$ cat src/rtl/mvb_slave_responder.sv
// MVB slave-side responder: matches master frames against a 16-entry port table, answers
// source ports with a delayed slave frame streamed from process-data RAM, flags sink ports.
module mvb_slave_responder #(
  parameter int unsigned REPLY_DELAY = 48,
  parameter int unsigned STALL_LIMIT = 255
) (
  input  logic        CLK,
  input  logic        RESET,
  input  logic        mf_valid,
  input  logic [15:0] mf_data,
  input  logic        cfg_we,
  input  logic [3:0]  cfg_idx,
  input  logic [13:0] cfg_data,
  output logic        src_rd_en,
  output logic [7:0]  src_rd_addr,
  input  logic [15:0] src_rd_data,
  output logic        tx_start,
  output logic [4:0]  tx_words,
  output logic [15:0] tx_data,
  output logic        tx_valid,
  input  logic        tx_ready,
  output logic        tx_done,
  output logic        tx_abort,
  output logic        sink_hit,
  output logic [3:0]  sink_port,
  output logic        mf_ignored
);

  localparam logic [9:0] DlyLoad  = 10'(REPLY_DELAY - 1);
  localparam logic [7:0] StallMax = 8'(STALL_LIMIT - 1);

  typedef enum logic [2:0] {StIdle, StMatch, StWait, StLoad, StSend, StFetch} state_e;
  state_e state_q, state_d;

  logic [13:0] table_q [16];
  logic        hit, hit_src, fcode_ok;
  logic [3:0]  hit_idx;
  logic [4:0]  len_dec;

  logic [3:0]  m_idx_q, word_q, sink_port_q;
  logic [4:0]  m_len_q, acc_q, words_q;
  logic        m_go_q, ign_q, sink_q, fresh_q, done_q, abort_q;
  logic [9:0]  dly_q;
  logic [7:0]  stall_q;
  logic [15:0] hold_q;
  logic        accept, last, stall_to;

  always_ff @(posedge CLK or negedge RESET) begin
    if (!RESET) begin
      for (int i = 0; i < 16; i++) table_q[i] <= '0;
    end else if (cfg_we) begin
      table_q[cfg_idx] <= cfg_data;
    end
  end

  // Descending scan so the lowest matching index is the one that sticks.
  always_comb begin
    hit     = 1'b0;
    hit_src = 1'b0;
    hit_idx = '0;
    for (int i = 15; i >= 0; i--) begin
      if (table_q[i][13] && (table_q[i][11:0] == mf_data[11:0])) begin
        hit     = 1'b1;
        hit_src = table_q[i][12];
        hit_idx = 4'(i);
      end
    end
  end

  assign fcode_ok = (mf_data[15:12] <= 4'd4);
  assign len_dec  = 5'd1 << mf_data[14:12];

  assign accept   = (state_q == StSend) && tx_ready;
  assign last     = accept && ((acc_q + 5'd1) == m_len_q);
  assign stall_to = (state_q == StSend) && !tx_ready && (stall_q == StallMax);

  always_comb begin
    state_d = state_q;
    case (state_q)
      StIdle:  if (mf_valid) state_d = StMatch;
      StMatch: begin
        if (!m_go_q)               state_d = StIdle;
        else if (REPLY_DELAY == 0) state_d = StLoad;
        else                       state_d = StWait;
      end
      StWait:  if (dly_q == '0) state_d = StLoad;
      StLoad:  state_d = StSend;
      StSend: begin
        if (last || stall_to) state_d = StIdle;
        else if (accept)      state_d = StFetch;
      end
      StFetch: state_d = StSend;
      default: state_d = StIdle;
    endcase
  end

  always_ff @(posedge CLK or negedge RESET) begin
    if (!RESET) begin
      state_q     <= StIdle;
      m_idx_q     <= '0;
      m_len_q     <= '0;
      m_go_q      <= 1'b0;
      ign_q       <= 1'b0;
      sink_q      <= 1'b0;
      sink_port_q <= '0;
      dly_q       <= '0;
      word_q      <= '0;
      acc_q       <= '0;
      stall_q     <= '0;
      fresh_q     <= 1'b0;
      hold_q      <= '0;
      words_q     <= '0;
      done_q      <= 1'b0;
      abort_q     <= 1'b0;
    end else begin
      state_q <= state_d;
      // The matched entry is captured here so later table writes cannot disturb this frame.
      if (state_q == StIdle && mf_valid) begin
        m_idx_q <= hit_idx;
        m_len_q <= len_dec;
        m_go_q  <= hit && hit_src && fcode_ok;
      end
      ign_q  <= mf_valid && ((state_q != StIdle) || !fcode_ok || !hit);
      sink_q <= mf_valid && (state_q == StIdle) && fcode_ok && hit && !hit_src;
      if (mf_valid && (state_q == StIdle) && fcode_ok && hit && !hit_src) sink_port_q <= hit_idx;

      if (state_q == StMatch)                    dly_q <= DlyLoad;
      else if (state_q == StWait && dly_q != '0) dly_q <= dly_q - 10'd1;

      if (state_q == StMatch) begin
        word_q <= '0;
        acc_q  <= '0;
      end else if (accept) begin
        word_q <= word_q + 4'd1;
        acc_q  <= acc_q + 5'd1;
      end

      if (state_q != StSend || accept) stall_q <= '0;
      else                             stall_q <= stall_q + 8'd1;

      // First SEND cycle passes RAM data through; later cycles replay the captured copy.
      fresh_q <= (state_q == StLoad) || (state_q == StFetch);
      if (fresh_q) hold_q <= src_rd_data;

      if (state_d == StLoad)      words_q <= m_len_q;
      else if (state_d == StIdle) words_q <= '0;

      done_q  <= last;
      abort_q <= stall_to;
    end
  end

  assign src_rd_en   = (state_q == StLoad) || (state_q == StFetch);
  assign src_rd_addr = src_rd_en ? {m_idx_q, word_q} : 8'h00;
  assign tx_start    = (state_q == StLoad);
  assign tx_words    = words_q;
  assign tx_valid    = (state_q == StSend);
  assign tx_data     = (state_q != StSend) ? 16'h0000 : (fresh_q ? src_rd_data : hold_q);
  assign tx_done     = done_q;
  assign tx_abort    = abort_q;
  assign sink_hit    = sink_q;
  assign sink_port   = sink_port_q;
  assign mf_ignored  = ign_q;

endmodule

$ cat config.mk
export PLATFORM = sky130hd
export DESIGN_NAME = mvb_slave_responder
export DESIGN_NICKNAME = d
export VERILOG_FILES = /design/src/rtl/mvb_slave_responder.sv
export SDC_FILE = /design/constraint.sdc
export NUM_CORES = 1
export LEC_CHECK = 0
export ABC_AREA = 1
export CAP_MARGIN = 5
export CORE_ASPECT_RATIO = 0.6
export CORE_UTILIZATION = 40
export DETAILED_ROUTE_END_ITERATION = 8
export GPL_TIMING_DRIVEN = 1
export PLACE_DENSITY = 0.67
export SETUP_SLACK_MARGIN = 0.3
export SYNTH_ARGS = -nofsm -noshare
export SYNTH_HDL_FRONTEND = slang
export SYNTH_SLANG_ARGS = --single-unit
$ cat constraint.sdc
create_clock -name CLK -period 4.2 [get_ports CLK]
set_input_delay 0.84 -clock CLK [delete_from_list [all_inputs] [get_ports CLK]]
set_output_delay 0.84 -clock CLK [all_outputs]
set_load 0.03 [all_outputs]
==> metrics.txt <==
Synthesis Warnings=0; final layout net count=about 1.9k; initial DRC count=1445; CTS clock-pin slew for the worst setup and hold paths=70 ps; WL/cell=between 15 and 20 microns; Slowest cell on crit path=dfrtp_1; top achievable clock speed=290.5 MHz; initial antenna violation count=0; EDFF count, synth=0; critical path startpoint category=flip-flop; TritonCTS clock tree=done; cell breakdown of the critical path=o21ai_0 -> nor2_1 -> clkdlybuf4s50_1; setup TNS=0 ps; asr flop ratio synth=between 90% and 100%; max_cap viols=0; via count=12.47k; PD cells=between 400 and 500 nW/um^2; pin count of the biggest net entering global routing=103; IO buf count=94; critical path endpoint category=output port; hold buffers post-CTS=0; synth cell count leaders=nand2_1, dfrtp_1, o21ai_0; Buf/Inv on CP=1; CP Max Fanout=32; GRT overflow=0; Worst-Skew Late Latency=570 ps; share of layout cells above drive strength 1=5.410%; Setup Buffers After CTS=0; final period demand of the worst path=between 3000 and 4000 ps; dominant synthesized flop cell=dfrtp_1; syn nets=1830; count leader, synth=nand2_1; Syn Inst Count=1770; Syn Std Cell Area=14290 sq um; # resized after CTS=0; Static Leak=a little under 8 nW; Setup violations, final=0; first-pass GRT wire length=just under 70000 microns; outcome=completed; worst hold path class=primary input to async pin; Arrival @ worst endpoint=~2600 ps; vias in the first global route=11.49k; FF+latch count, synth=294; CTS Sinks=a little under 300; die width=246.0 microns; ranking of synthesized cells by area=dfrtp_1, nand2_1, o21ai_0; Die Height=148.4 microns; critical path required time=3360 ps; total CTS buffers=28; hpwl dp=29480 microns; post-layout instance area=16730 sq um; largest delay contributor family on the critical path=flip-flops; Post-Route Utilization=between 40 and 50%; Seq/Total Area, Yosys=51.49%; DRC viols=0; I/O pin total=95; Cell Rows=between 50 and 60; ANT cells=0; endpoints failing hold=0; Slew Limit Headroom=31.39%; number of routed nets with antenna violations=0; total die area=36500 sq um; VDD IR max=between 300 and 400 uV; final WL=43670 microns; Initial Utilization=around two fifths; root buf cell=clkbuf_16; Worst path max stage delay=920 ps; H-Tree Level Count=1; Synth area leader=dfrtp_1; Crit Path Class=flip-flop to output port; Mapped Avg Cell Area=8.072 sq um; P&R area growth vs syn=17.13%; RSZ-0062 raised after global routing=false; max-slew violations=0; Clock Path Buffers=3; placed instance area=15800 sq um; Initial DRT Pass Iterations=6; Core Area=35080 sq um; Slew @ Worst Pin=1028 ps; Worst Skew=about 11 ps; Vias/cell=5.343; distinct cell type count after synthesis=48; Placer Congestion=0.9296; area share of the largest cell type after synthesis=51.49%; Final Cycle Share=approximately four fifths; Tot GR Track Use=~24%; hold_ws=about 280 ps
power breakdown:
part           switching (W)  internal (W)
clock network        0.00114       0.00148
logic                0.00105      0.000670
registers           0.000401       0.00339
state kept, by name (all words and copies together) (netlist names), 3 cells and up:
register / cells
hold_q: 16
word_q: 4
tx_words: 5
dly_q: 10
m_len_q: 5
sink_port: 4
table_q: 224
stall_q: 8
acc_q: 5
state_q: 3
m_idx_q: 4
cells by family after synthesis:
group / Yosys count / synth area share (%)
multiplexers: 2 / 0.1401
adder cells (fa/ha/maj): 5 / 0.4379
XOR/XNOR: 82 / 5.027
buffers and inverters: 267 / 7.365
AO/OA/AOI/OAI: 387 / 14.82
flip-flops: 294 / 51.49
AND/OR/NAND/NOR: 733 / 20.72
routing by layer:
metal / routed length (microns) / up-vias / global-route usage (%) / part of all wire, %
met2: 17110 / 585 / 32.65 / 39
met1: 20960 / 5981 / 38.95 / 48
met5: 0 / - / 0 / 0
met4: 856 / 0 / 5.248 / 2.0
met3: 4744 / 63 / 6.261 / 11
li1: - / 5842 / - / -
path summary, 6_finish.rpt:
| kind | slack [ps] | from | cells past startpoint | to |
|---|---|---|---|---|
| min | 280 | RESET | 1 | table_q[25] |
| min reg2reg | 480 | tx_words[2] | 2 | tx_words[2] |
| max reg2reg | 1220 | state_q[0] | 14 | tx_words[3] |
| max | 760 | fresh_q | 3 | tx_data[12] |
| max in group asynchronous | 2910 | RESET | 2 | table_q[133] |
| min in group CLK | 480 | tx_words[2] | 2 | tx_words[2] |
cell usage in the layout (no fill, tap or decap), types with 2 or more instances in the layout:
cell               n
nand2_1          467
dfrtp_1          294
o21ai_0          277
inv_1            182
nor2_1           164
clkdlybuf4s50_1   93
xnor2_1           43
nand3_1           41
xor2_1            39
a21oi_1           38
o22ai_1           29
clkbuf_16         29
buf_4             27
nor3_1            19
nand4_1           12
nor4_1             9
clkbuf_8           9
o211ai_1           7
or2_2              7
o2111ai_1          6
a211oi_1           6
inv_2              5
ha_1               5
clkinv_2           5
buf_12             5
nand3b_1           4
a221oi_1           4
a21boi_0           3
nand2_2            3
a31oi_1            3
clkbuf_1           3
clkinv_1           2
o21a_1             2
o21ai_1            2
a221o_1            2
mux2i_1            2
nor4_4             2
cell type report:
type,instances,area [sq um]
multi-input cells,1209,5896
clock inverters,8,78.83
inverters,189,709.4
flip-flops and latches,294,7357
fillers,3392,18350
clock buffers,41,860.8
repair buffers,126,1249
well taps,467,584.3
through the flow:
step	instances	power, W	worst slack, ps
2_1_floorplan	1770	0.004882	1496
3_3_place_gp	2285	0.005476	484.8
3_5_place_dp	2285	0.005526	501.6
4_1_cts	2334	0.008147	723.8
5_1_grt	2334	0.008579	512.1
6_report	2334	0.008131	758.0
worst register-to-register path, delay by kind of cell (launching register included):
family / cells / cell delay, ps
AOI/OAI and AO/OA: 4 / 540
buffers and inverters: 2 / 430
DFF: 1 / 420
and+or+nand+nor: 8 / 1470
Power figures use the tool's default switching activity.
